**src/rtl/multicycle_control.sv**
```systemverilog
// multicycle_control: multi-cycle MIPS control FSM sequencing one instruction over 2-5 cycles
// Ports: clk, rst (async, active-high), opcode (IR[31:26]), mem_ready (memory done, MC_WAIT_EN only);
// datapath controls pcWrite, pcWriteCond, branchNe, iorD, memRead, memWrite, irWrite, regDst,
// memtoReg, regWrite, aluSrcA, aluSrcB, aluOp, pcSource; debug state; illegal-opcode pulse.
// Build option: define MC_WAIT_EN to hold FETCH/MEM_READ/MEM_WRITE until mem_ready=1.
module multicycle_control (
  input  logic       clk,
  input  logic       rst,
  input  logic [5:0] opcode,
  input  logic       mem_ready,
  output logic       pcWrite,
  output logic       pcWriteCond,
  output logic       branchNe,
  output logic       iorD,
  output logic       memRead,
  output logic       memWrite,
  output logic       irWrite,
  output logic       regDst,
  output logic       memtoReg,
  output logic       regWrite,
  output logic       aluSrcA,
  output logic [1:0] aluSrcB,
  output logic [1:0] aluOp,
  output logic [1:0] pcSource,
  output logic [3:0] state,
  output logic       illegal
);
  localparam logic [5:0] OP_R = 6'b000000, OP_I = 6'b000001, OP_LW = 6'b100010, OP_LWI = 6'b100011;
  localparam logic [5:0] OP_SW = 6'b101010, OP_BEQ = 6'b000100, OP_BNE = 6'b000110, OP_J = 6'b010000;
  typedef enum logic [3:0] {
    IDLE = 4'd0, FETCH = 4'd1, DECODE = 4'd2, MEM_ADDR = 4'd3, MEM_READ = 4'd4, MEM_WB = 4'd5,
    MEM_WRITE = 4'd6, R_EXEC = 4'd7, I_EXEC = 4'd8, ALU_WB = 4'd9, IMM_WB = 4'd10,
    BRANCH = 4'd11, JUMP = 4'd12
  } state_t;
  state_t st, nx;
  logic [5:0] op_q;
  logic armed, done, is_mem, is_br, legal;
`ifdef MC_WAIT_EN
  assign done = mem_ready;
`else
  logic unused;
  assign unused = mem_ready;
  assign done = 1'b1;
`endif
  assign state = st;
  assign is_mem = opcode == OP_LW || opcode == OP_LWI || opcode == OP_SW;
  assign is_br = opcode == OP_BEQ || opcode == OP_BNE;
  assign legal = opcode == OP_R || opcode == OP_I || is_mem || is_br || opcode == OP_J;
  // armed delays the first FETCH to the second edge after reset release
  always_ff @(posedge clk or posedge rst)
    if (rst) begin
      st <= IDLE;
      armed <= 1'b0;
      op_q <= '0;
      illegal <= 1'b0;
    end else begin
      st <= nx;
      armed <= 1'b1;
      if (st == DECODE) op_q <= opcode;
      illegal <= st == DECODE && !legal;
    end
  always_comb begin
    nx = FETCH;
    case (st)
      IDLE:      nx = armed ? FETCH : IDLE;
      FETCH:     nx = done ? DECODE : FETCH;
      DECODE:    nx = opcode == OP_R ? R_EXEC : opcode == OP_I ? I_EXEC : is_mem ? MEM_ADDR :
                      is_br ? BRANCH : opcode == OP_J ? JUMP : FETCH;
      MEM_ADDR:  nx = op_q == OP_LW ? MEM_READ : op_q == OP_SW ? MEM_WRITE : IMM_WB;
      MEM_READ:  nx = done ? MEM_WB : MEM_READ;
      MEM_WRITE: nx = done ? FETCH : MEM_WRITE;
      R_EXEC:    nx = ALU_WB;
      I_EXEC:    nx = ALU_WB;
      default:   nx = FETCH;
    endcase
  end
  always_comb begin
    pcWrite = 1'b0;
    pcWriteCond = 1'b0;
    branchNe = 1'b0;
    iorD = 1'b0;
    memRead = 1'b0;
    memWrite = 1'b0;
    irWrite = 1'b0;
    regDst = 1'b0;
    memtoReg = 1'b0;
    regWrite = 1'b0;
    aluSrcA = 1'b0;
    aluSrcB = 2'b00;
    aluOp = 2'b00;
    pcSource = 2'b00;
    case (st)
      FETCH: begin
        memRead = 1'b1;
        aluSrcB = 2'b01;
        aluOp = 2'b11;
        irWrite = done;
        pcWrite = done;
      end
      DECODE: begin
        aluSrcB = 2'b11;
        aluOp = 2'b11;
      end
      MEM_ADDR: begin
        aluSrcA = 1'b1;
        aluSrcB = 2'b10;
        aluOp = 2'b11;
      end
      MEM_READ: begin
        memRead = 1'b1;
        iorD = 1'b1;
      end
      MEM_WB: begin
        memtoReg = 1'b1;
        regWrite = 1'b1;
      end
      MEM_WRITE: begin
        memWrite = 1'b1;
        iorD = 1'b1;
      end
      R_EXEC:    aluSrcA = 1'b1;
      I_EXEC: begin
        aluSrcA = 1'b1;
        aluSrcB = 2'b10;
      end
      ALU_WB: begin
        regDst = 1'b1;
        regWrite = 1'b1;
      end
      IMM_WB:    regWrite = 1'b1;
      BRANCH: begin
        aluSrcA = 1'b1;
        pcWriteCond = 1'b1;
        pcSource = 2'b01;
        branchNe = op_q == OP_BNE;
        aluOp = op_q == OP_BNE ? 2'b01 : 2'b11;
      end
      JUMP: begin
        pcWrite = 1'b1;
        pcSource = 2'b10;
      end
      default: ;
    endcase
  end
endmodule

```
**config.mk**
```make
export PLATFORM = sky130hd
export DESIGN_NAME = multicycle_control
export DESIGN_NICKNAME = d
export VERILOG_FILES = /design/src/rtl/multicycle_control.sv
export SDC_FILE = /design/constraint.sdc
export NUM_CORES = 1
export LEC_CHECK = 0
export CAP_MARGIN = 20
export CORE_MARGIN = 8
export CORE_UTILIZATION = 46
export DETAILED_ROUTE_END_ITERATION = 8
export MAX_ROUTING_LAYER = met4
export PLACE_DENSITY = 0.92
export SETUP_SLACK_MARGIN = 0.15
export SLEW_MARGIN = 15
export SYNTH_ARGS = -nofsm -noshare
export SYNTH_HDL_FRONTEND = slang
export SYNTH_SLANG_ARGS = --single-unit
```
**constraint.sdc**
```tcl
create_clock -name clk -period 1.95 [get_ports clk]
set_input_delay 0.39 -clock clk [delete_from_list [all_inputs] [get_ports clk]]
set_output_delay 0.39 -clock clk [all_outputs]
set_load 0.05 [all_outputs]
```
==> flow_metrics.py, run 1 <==
metrics = {
    "synth": {
        "ys_ff_latch": 12,
        "syn_inst": 92,
        "yosysSeqAreaShare_pct": 36.9,
        "synth_warnings": 0,
        "mappedNetlistArea_um2": 813,
        "synth_cell_type_count": 37,
        "avgSynthCellArea_um2": 8.84,
        "synth_fp_nets": 101,
    },
    "run_status": {
        "haltStage": "4_1_cts",
        "tool.error": "[ERROR DPL-0038] Utilization greater than 100%, impossible to legalize",
        "status": "aborted with a tool error",
    },
    "place": {
        "portBuffers": 29,
        "dp_hpwl_mm": 2.13,
        "place_area_mm2": 0.00147,
        "gp_congestion": 0.853,
    },
    "cts": {
        "clock-sinks": 12,
        "cts_hold_buf": 0,
        "clockBufferDepth": 2,
        "cts_root_buf": "clkbuf_4",
        "cts_buffers": 3,
        "htree_levels": 1,
        "post_cts_resized": 21,
        "postCtsSetupRepairBufs": 19,
    },
    "floorplan": {
        "initial_core_util_pct": 48.1,
        "dieWidth_um": 58.0,
        "rows": 15,
        "die_y_um": 58.0,
        "io_pins": 31,
    },
}
==> per-stage QoR <==
step / setup WS [ps] / cells
detailed placement: 138 / 138
global placement: 218 / 138
floorplan: 13.9 / 92
==> cell usage after synthesis <==
cell	n	area [um^2]
o311ai_0	1	8.76
a21boi_0	2	15.0
nor3_4	1	16.3
o311ai_1	1	8.76
nor2_1	12	45.0
clkbuf_2	1	5.00
nand3b_1	1	7.51
nand3_1	1	5.00
nand2b_4	1	13.8
and3_1	2	12.5
a211oi_1	1	7.51
o21ai_0	5	25.0
a21oi_1	3	15.0
o32ai_1	1	8.76
nor3_1	3	15.0
conb_1	1	3.75
xor2_1	1	8.76
a31oi_1	1	6.26
and4b_1	1	10.0
o211a_1	1	10.0
inv_1	4	15.0
mux2i_1	1	10.0
buf_2	4	20.0
mux2_2	6	67.6
nor4_1	2	12.5
nand2_1	6	22.5
nand2b_1	4	25.0
buf_4	1	7.51
and2_1	2	12.5
xnor2_1	1	8.76
nor4b_1	1	8.76
nor4bb_1	1	10.0
a21o_1	1	7.51
dfrtp_1	12	300
nor3b_1	2	15.0
a311o_1	1	10.0
o22ai_1	2	12.5
==> cells by family after synthesis <==
group | Yosys count | synth area share [%]
AO/OA/AOI/OAI | 20 | 16.6
other | 1 | 0.461
buffers and inverters | 10 | 5.85
multiplexers | 7 | 9.54
AND/OR/NAND/NOR | 40 | 28.5
XOR/XNOR | 2 | 2.15
flip-flops | 12 | 36.9
==> run 2, diff against run 1 <==
--- a/config.mk
+++ b/config.mk
@@ -6,12 +6,10 @@
 export NUM_CORES = 1
 export LEC_CHECK = 0
 export CAP_MARGIN = 20
-export CORE_MARGIN = 8
-export CORE_UTILIZATION = 46
+export CORE_AREA = 8 8 69 71
 export DETAILED_ROUTE_END_ITERATION = 8
-export MAX_ROUTING_LAYER = met4
-export PLACE_DENSITY = 0.92
-export SETUP_SLACK_MARGIN = 0.15
+export DIE_AREA = 0 0 77 79
+export PLACE_DENSITY_LB_ADDON = 0.15
 export SLEW_MARGIN = 15
 export SYNTH_ARGS = -nofsm -noshare
 export SYNTH_HDL_FRONTEND = slang
==> run 2 against run 1 <==
Against the previous run:
- the run now ends clean
- synthesized cell count stayed put
- area after synthesis stayed put
==> flow_metrics.py, run 2 <==
metrics = {
    "floorplan": {
        "core_mm2": 0.00380,
        "dieWidth_um": 77,
        "io_pins": 31,
        "rows": 23,
        "initial_core_util_pct": 21.4,
        "die_y_um": 79,
        "die_area_mm2": 0.00608,
    },
    "worst_setup_path": {
        "rr_endpoint": "op_q[0]",
        "critical_path_arrival_ps": 1560,
        "cp_max_fo": 8,
        "path_class": "register to output pin",
        "reg2reg_from": "state[2]",
        "rrSetupSlack_ps": 350,
        "cp.required_ps": 1560,
        "worst_setup_path_end_kind": "output pin",
        "ff2ff_path_depth": 3,
        "cp-start-kind": "register",
        "startpoint": "state[0]",
    },
    "grt": {
        "grt_max_degree": 18,
        "grt_pass1_vias": 846,
        "grt_pass1_wl_mm": 4.04,
        "overflow": 0,
        "antenna_found_initial": 0,
        "grt_use_total_pct": 7.97,
    },
    "cts": {
        "clkTransAtPathRegs_ps": 60,
        "cts_hold_buf": 0,
        "clock-sinks": 12,
        "cts_buffers": 3,
        "cts_tree": "done",
        "htree_levels": 1,
        "cts_root_buf": "clkbuf_8",
        "clockBufferDepth": 2,
        "clock_latency_ps": 240,
    },
    "route": {
        "viasPerCell": 4.49,
        "drcViolationCount": 0,
        "num_vias": 821,
        "firstDrtPassIters": 4,
        "antenna_left": 0,
        "drt-total-wl_mm": 2.48,
        "drt_iter0_markers": 44,
        "avgRoutedWirePerCell_um": 13.5,
    },
    "final_layout": {
        "areaGrowthSynthToFinish_pct": 90.8,
        "num_antenna_cells": 0,
        "drive_above_1_share_pct": 47.4,
        "fillers": 395,
        "utilization_pct": 40.8,
        "largest_reg_flops": 6,
        "layout_common_cells": "buf_12 (18), buf_4 (16), nor2_1 (9), dfrtp_1 (9), clkdlybuf4s50_1 (8)",
        "final_common_cell": "buf_12",
        "nets": 143,
        "largest_register": "op_q",
    },
    "synth": {
        "synth_top_cell_by_area": "dfrtp_1",
        "synth_top_area_share_pct": 36.9,
        "synth_cell_type_count": 37,
        "async_reset_ff_share_pct": 100,
        "yosysSeqAreaShare_pct": 36.9,
        "synth_edf_count": 0,
        "ys_ff_latch": 12,
        "avgSynthCellArea_um2": 8.84,
        "yosys-top-cells-count": "dfrtp_1 (12), nor2_1 (12), mux2_2 (6), nand2_1 (6), o21ai_0 (5)",
        "synthFlopType": "dfrtp_1",
        "syn_inst": 92,
        "synthTopCellsByArea": "dfrtp_1 (37%), mux2_2 (8.3%), nor2_1 (5.5%)",
        "synth_warnings": 0,
        "synth_fp_nets": 101,
        "mappedNetlistArea_um2": 813,
    },
    "sta": {
        "hold_violations": 0,
        "setup_viol": 0,
        "setup_tns_ps": 0,
        "max_freq_ghz": 0.514,
        "slew_headroom_pct": 66.6,
        "rsz0062_at_grt": "true",
        "fin_crit_sh_pct": 99.8,
        "min_period_ps": 1950,
        "tightest_slew_ps": 500,
        "clock_skew_ps": 3.41,
        "slew_violations": 0,
    },
    "place": {
        "dp_hpwl_mm": 1.87,
        "portBuffers": 29,
        "gp_congestion": 0.699,
    },
    "pwr": {
        "p_leak_uw": 0.000646,
        "vdd_drop_max_uv": 729,
        "p_per_area_mw_per_mm2": 1920,
    },
    "run_status": {
        "status": "finished clean",
    },
    "run": {
        "drv_cap": 0,
    },
    "worst_hold_path": {
        "hp-class": "primary input to async pin",
    },
}
## run 2: cell counts after synthesis
No cell type changed its count.
## run 2: cell families after synthesis
| family | Yosys count | synth area share (%) |
|---|---|---|
| simple gates | 40 | 28.5 |
| other cells | 1 | 0.461 |
| xor+xnor | 2 | 2.15 |
| compound gates | 20 | 16.6 |
| mux | 7 | 9.54 |
| buf+inv | 10 | 5.85 |
| flops | 12 | 36.9 |
## run 2: critical path, cell delays in order (launching register included)
cell and delay (ps):
dfrtp_2 450, buf_2 180, buf_4 150, nand3b_1 190
a21oi_4 190, buf_12 150
## run 2: area by class of cell
cell class | count | area [um^2] | share of cell area (%)
well taps | 50 | 62.6 | 4.03
multi-input cells | 70 | 549 | 35.4
inverters | 4 | 15.0 | 0.968
clock buffers | 4 | 55.1 | 3.55
flip-flops and latches | 12 | 304 | 19.6
repair buffers | 43 | 566 | 36.5
## run 2: worst max-delay path by stage
| stage | end | slack [ps] | depth (start not counted) |
|---|---|---|---|
| finish | pcWrite | 5 | 5 |
| global route | pcWrite | -60 | 5 |
| global placement | state[0] | 180 | 6 |
| CTS | aluSrcA | 0.9 | 4 |
| detailed placement | state[3] | 100 | 5 |
| floorplan | iorD | -270 | 3 |
## run 2: repair_timing
action | CTS | global route
endpoints found under the setup margin | 2 | 4
pin swaps | 0 | 1
endpoints found under the hold margin | 0 | 0
buffers inserted | 0 | 8
gates resized for setup | 2 | 1
## run 2: through the flow
step,cell area (um^2),hold slack (ps),worst slack [ps],instances,power [uW]
CTS,1490,470,0.881,175,2880
finish,1550,456,4.73,183,2980
detailed placement,1430,501,97.7,171,2590
floorplan,891,254,-274,92,1720
global placement,1430,490,176,171,2590
global route,1550,521,-61.5,183,3140
## run 2: report_power, final
group	internal [uW]	total (uW)	leakage [uW]	switching [uW]
sequential	361	482	0.000142	122
clock	178	271	0.0000288	92.5
combinational	1030	2230	0.000475	1200
total	1570	2980	0.000646	1410
## run 2: per-layer routing
metal | global-route usage (%) | part of all wire [%] | vias to the layer above
li1 | - | - | 407
met1 | 10.1 | 48 | 394
met2 | 13.1 | 47 | 18
met3 | 1.69 | 3.9 | 2
met4 | 2.83 | 0.40 | 0
met5 | 0 | 0 | -
Note: power is estimated with default switching activity, not from simulation.
==> run 3, diff against run 2 <==
--- a/config.mk
+++ b/config.mk
@@ -7,6 +7,7 @@
 export LEC_CHECK = 0
 export CAP_MARGIN = 20
 export CORE_AREA = 8 8 69 71
+export CTS_CLUSTER_DIAMETER = 30
 export DETAILED_ROUTE_END_ITERATION = 8
 export DIE_AREA = 0 0 77 79
 export PLACE_DENSITY_LB_ADDON = 0.15
==> constraint.sdc (replaced) <==
create_clock -name clk -period 2.3 [get_ports clk]
set_input_delay 0.46 -clock clk [delete_from_list [all_inputs] [get_ports clk]]
set_output_delay 0.46 -clock clk [all_outputs]
set_load 0.05 [all_outputs]
==> run 3 against run 2 <==
Against the previous run:
- flip-flop and latch count unchanged
- global-route usage up 0.087 points
- clock skew is 0.91 ps lower
- register-to-register slack better by 290 ps
- highest routed layer unchanged
- critical path type unchanged
- hold slack improved by 56 ps
- final cell count fell by 4.9%
- critical path depth fell by 1
- non-clock buffer count shrank 9
- setup slack better by 190 ps
- sequential share of layout area rose by 1.4 points
- core utilization fell by 3.1 points
==> flow_metrics.py, run 3 (synthesized netlist as in run 2, its figures left out) <==
metrics = {
    "final_layout": {
        "multi_input_area_um2": 512,
        "num_antenna_cells": 0,
        "fillers": 406,
        "utilization_pct": 37.7,
        "layout_common_cells": "buf_12 (17), dfrtp_1 (12), nor2_1 (11)",
        "nets": 134,
        "largest_register": "op_q",
        "final_common_cell": "buf_12",
        "drive_above_1_share_pct": 37.9,
        "areaGrowthSynthToFinish_pct": 76.2,
        "regArea_um2": 300,
        "largest_reg_flops": 6,
    },
    "sta": {
        "rsz0062_at_grt": "false",
        "fin_crit_sh_pct": 91.7,
        "setup_viol": 0,
        "tightest_slew_ps": 532,
        "holdWs_ps": 512,
        "clock_skew_ps": 2.50,
        "max_freq_ghz": 0.474,
        "hold_violations": 0,
        "min_period_ps": 2110,
        "slew_violations": 0,
        "slew_headroom_pct": 64.2,
    },
    "run_status": {
        "status": "finished clean",
    },
    "worst_setup_path": {
        "critical_path_arrival_ps": 1650,
        "cp-start-kind": "register",
        "reg2reg_from": "state[3]",
        "slowest_stage": "dfrtp_1",
        "cp_top_family": "simple AND/OR/NAND/NOR gates",
        "worst_setup_path_end_kind": "output pin",
        "path_class": "register to output pin",
        "path_buf_inv": 1,
        "rr_endpoint": "op_q[1]",
        "rrSetupSlack_ps": 640,
        "cp.required_ps": 1840,
        "cp_cell_sequence": "nand2b_1 > nor2_4 > and2_1 > buf_12",
        "ff2ff_path_depth": 3,
        "cp_max_fo": 11,
        "max_stage_delay_ps": 570,
    },
    "worst_hold_path": {
        "min_path_cells": 1,
        "whs_endpoint": "op_q[0]",
        "hp-class": "register to register",
        "hp-start": "op_q[0]",
    },
    "run": {
        "drv_cap": 0,
    },
    "route": {
        "antenna_left": 0,
        "avgRoutedWirePerCell_um": 13.9,
        "drt_iter0_markers": 27,
        "drt-total-wl_mm": 2.41,
        "drcViolationCount": 0,
        "viasPerCell": 4.52,
        "num_vias": 787,
        "firstDrtPassIters": 5,
    },
    "cts": {
        "postCtsSetupRepairBufs": 0,
        "cts_buffers": 3,
        "cts_hold_buf": 0,
        "cts_root_buf": "clkbuf_8",
        "post_cts_resized": 0,
        "clock-sinks": 12,
        "htree_levels": 1,
        "cts_tree": "done",
        "clock_latency_ps": 240,
        "clockBufferDepth": 2,
        "clkTransAtPathRegs_ps": 50,
    },
    "place": {
        "portBuffers": 29,
        "gp_congestion": 0.684,
        "dp_hpwl_mm": 1.96,
    },
    "floorplan": {
        "die_y_um": 79,
        "die_area_mm2": 0.00608,
        "dieWidth_um": 77,
        "io_pins": 31,
        "rows": 23,
        "core_mm2": 0.00380,
        "initial_core_util_pct": 21.4,
    },
    "pwr": {
        "p_int_uw": 1210,
        "p_leak_uw": 0.000595,
        "switchingPower_uw": 1140,
        "p_per_area_mw_per_mm2": 1640,
        "vdd_drop_max_uv": 613,
        "combPwrFrac_pct": 72.7,
        "netSwitchingFraction_pct": 48.7,
        "seq_power_share_pct": 17.7,
        "power_frac_clock_pct": 9.7,
    },
    "grt": {
        "antenna_found_initial": 0,
        "grt_pass1_wl_mm": 3.94,
        "grt_use_total_pct": 8.06,
        "overflow": 0,
        "grt_pass1_vias": 776,
        "grt_max_degree": 13,
    },
}
run 3: changes by cell type in the layout (fill, tap and decap cells not counted), moves of 2 or more:
cell | previous run | this run
dfrtp_1 | 9 | 12
buf_4 | 16 | 9
nor2_2 | 2 | 0
nor2_1 | 9 | 11
dfrtp_2 | 3 | 0
o22ai_2 | 0 | 2
run 3: metrics by stage:
stage | TNS (ps) | setup slack [ps] | cell area, um^2 | total power [uW] | instances
floorplan | -225 | -225 | 860 | 1400 | 92
global route | 0 | 100 | 1430 | 2470 | 174
CTS | 0 | 181 | 1430 | 2380 | 174
finish | 0 | 192 | 1430 | 2350 | 174
global placement | 0 | 389 | 1380 | 2130 | 170
detailed placement | 0 | 353 | 1380 | 2150 | 170
run 3: worst max path at each step:
stage	startpoint	endpoint	slack, ps	depth (start not counted)
floorplan	state[1]	aluOp[1]	-230	3
global route	state[3]	branchNe	100	4
finish	state[3]	branchNe	190	4
global placement	opcode[1]	state[0]	390	5
detailed placement	opcode[2]	state[0]	350	5
CTS	state[3]	branchNe	180	4
run 3: per-layer routing:
metal	GRT usage (%)	up-vias	wire [um]
met4	2.83	0	23
met1	9.70	365	1140
li1	-	395	-
met3	2.26	4	103
met2	13.5	23	1150
met5	0	-	0
run 3: final cells by class:
| class | instances | share of cell area (%) |
|---|---|---|
| Clock buffer | 4 | 3.84 |
| Inverter | 4 | 1.05 |
| Multi-Input combinational cell | 70 | 35.7 |
| Sequential cell | 12 | 21.0 |
| Tap cell | 50 | 4.37 |
| Timing Repair Buffer | 34 | 34.1 |
run 3: power groups by stage:
stage	Clock [uW]	Combinational, uW	Sequential (uW)
after floorplan	0	913	486
after global placement	0	1720	411
after detailed placement	0	1730	417
after CTS	234	1730	415
after global routing	248	1790	427
final	228	1710	415
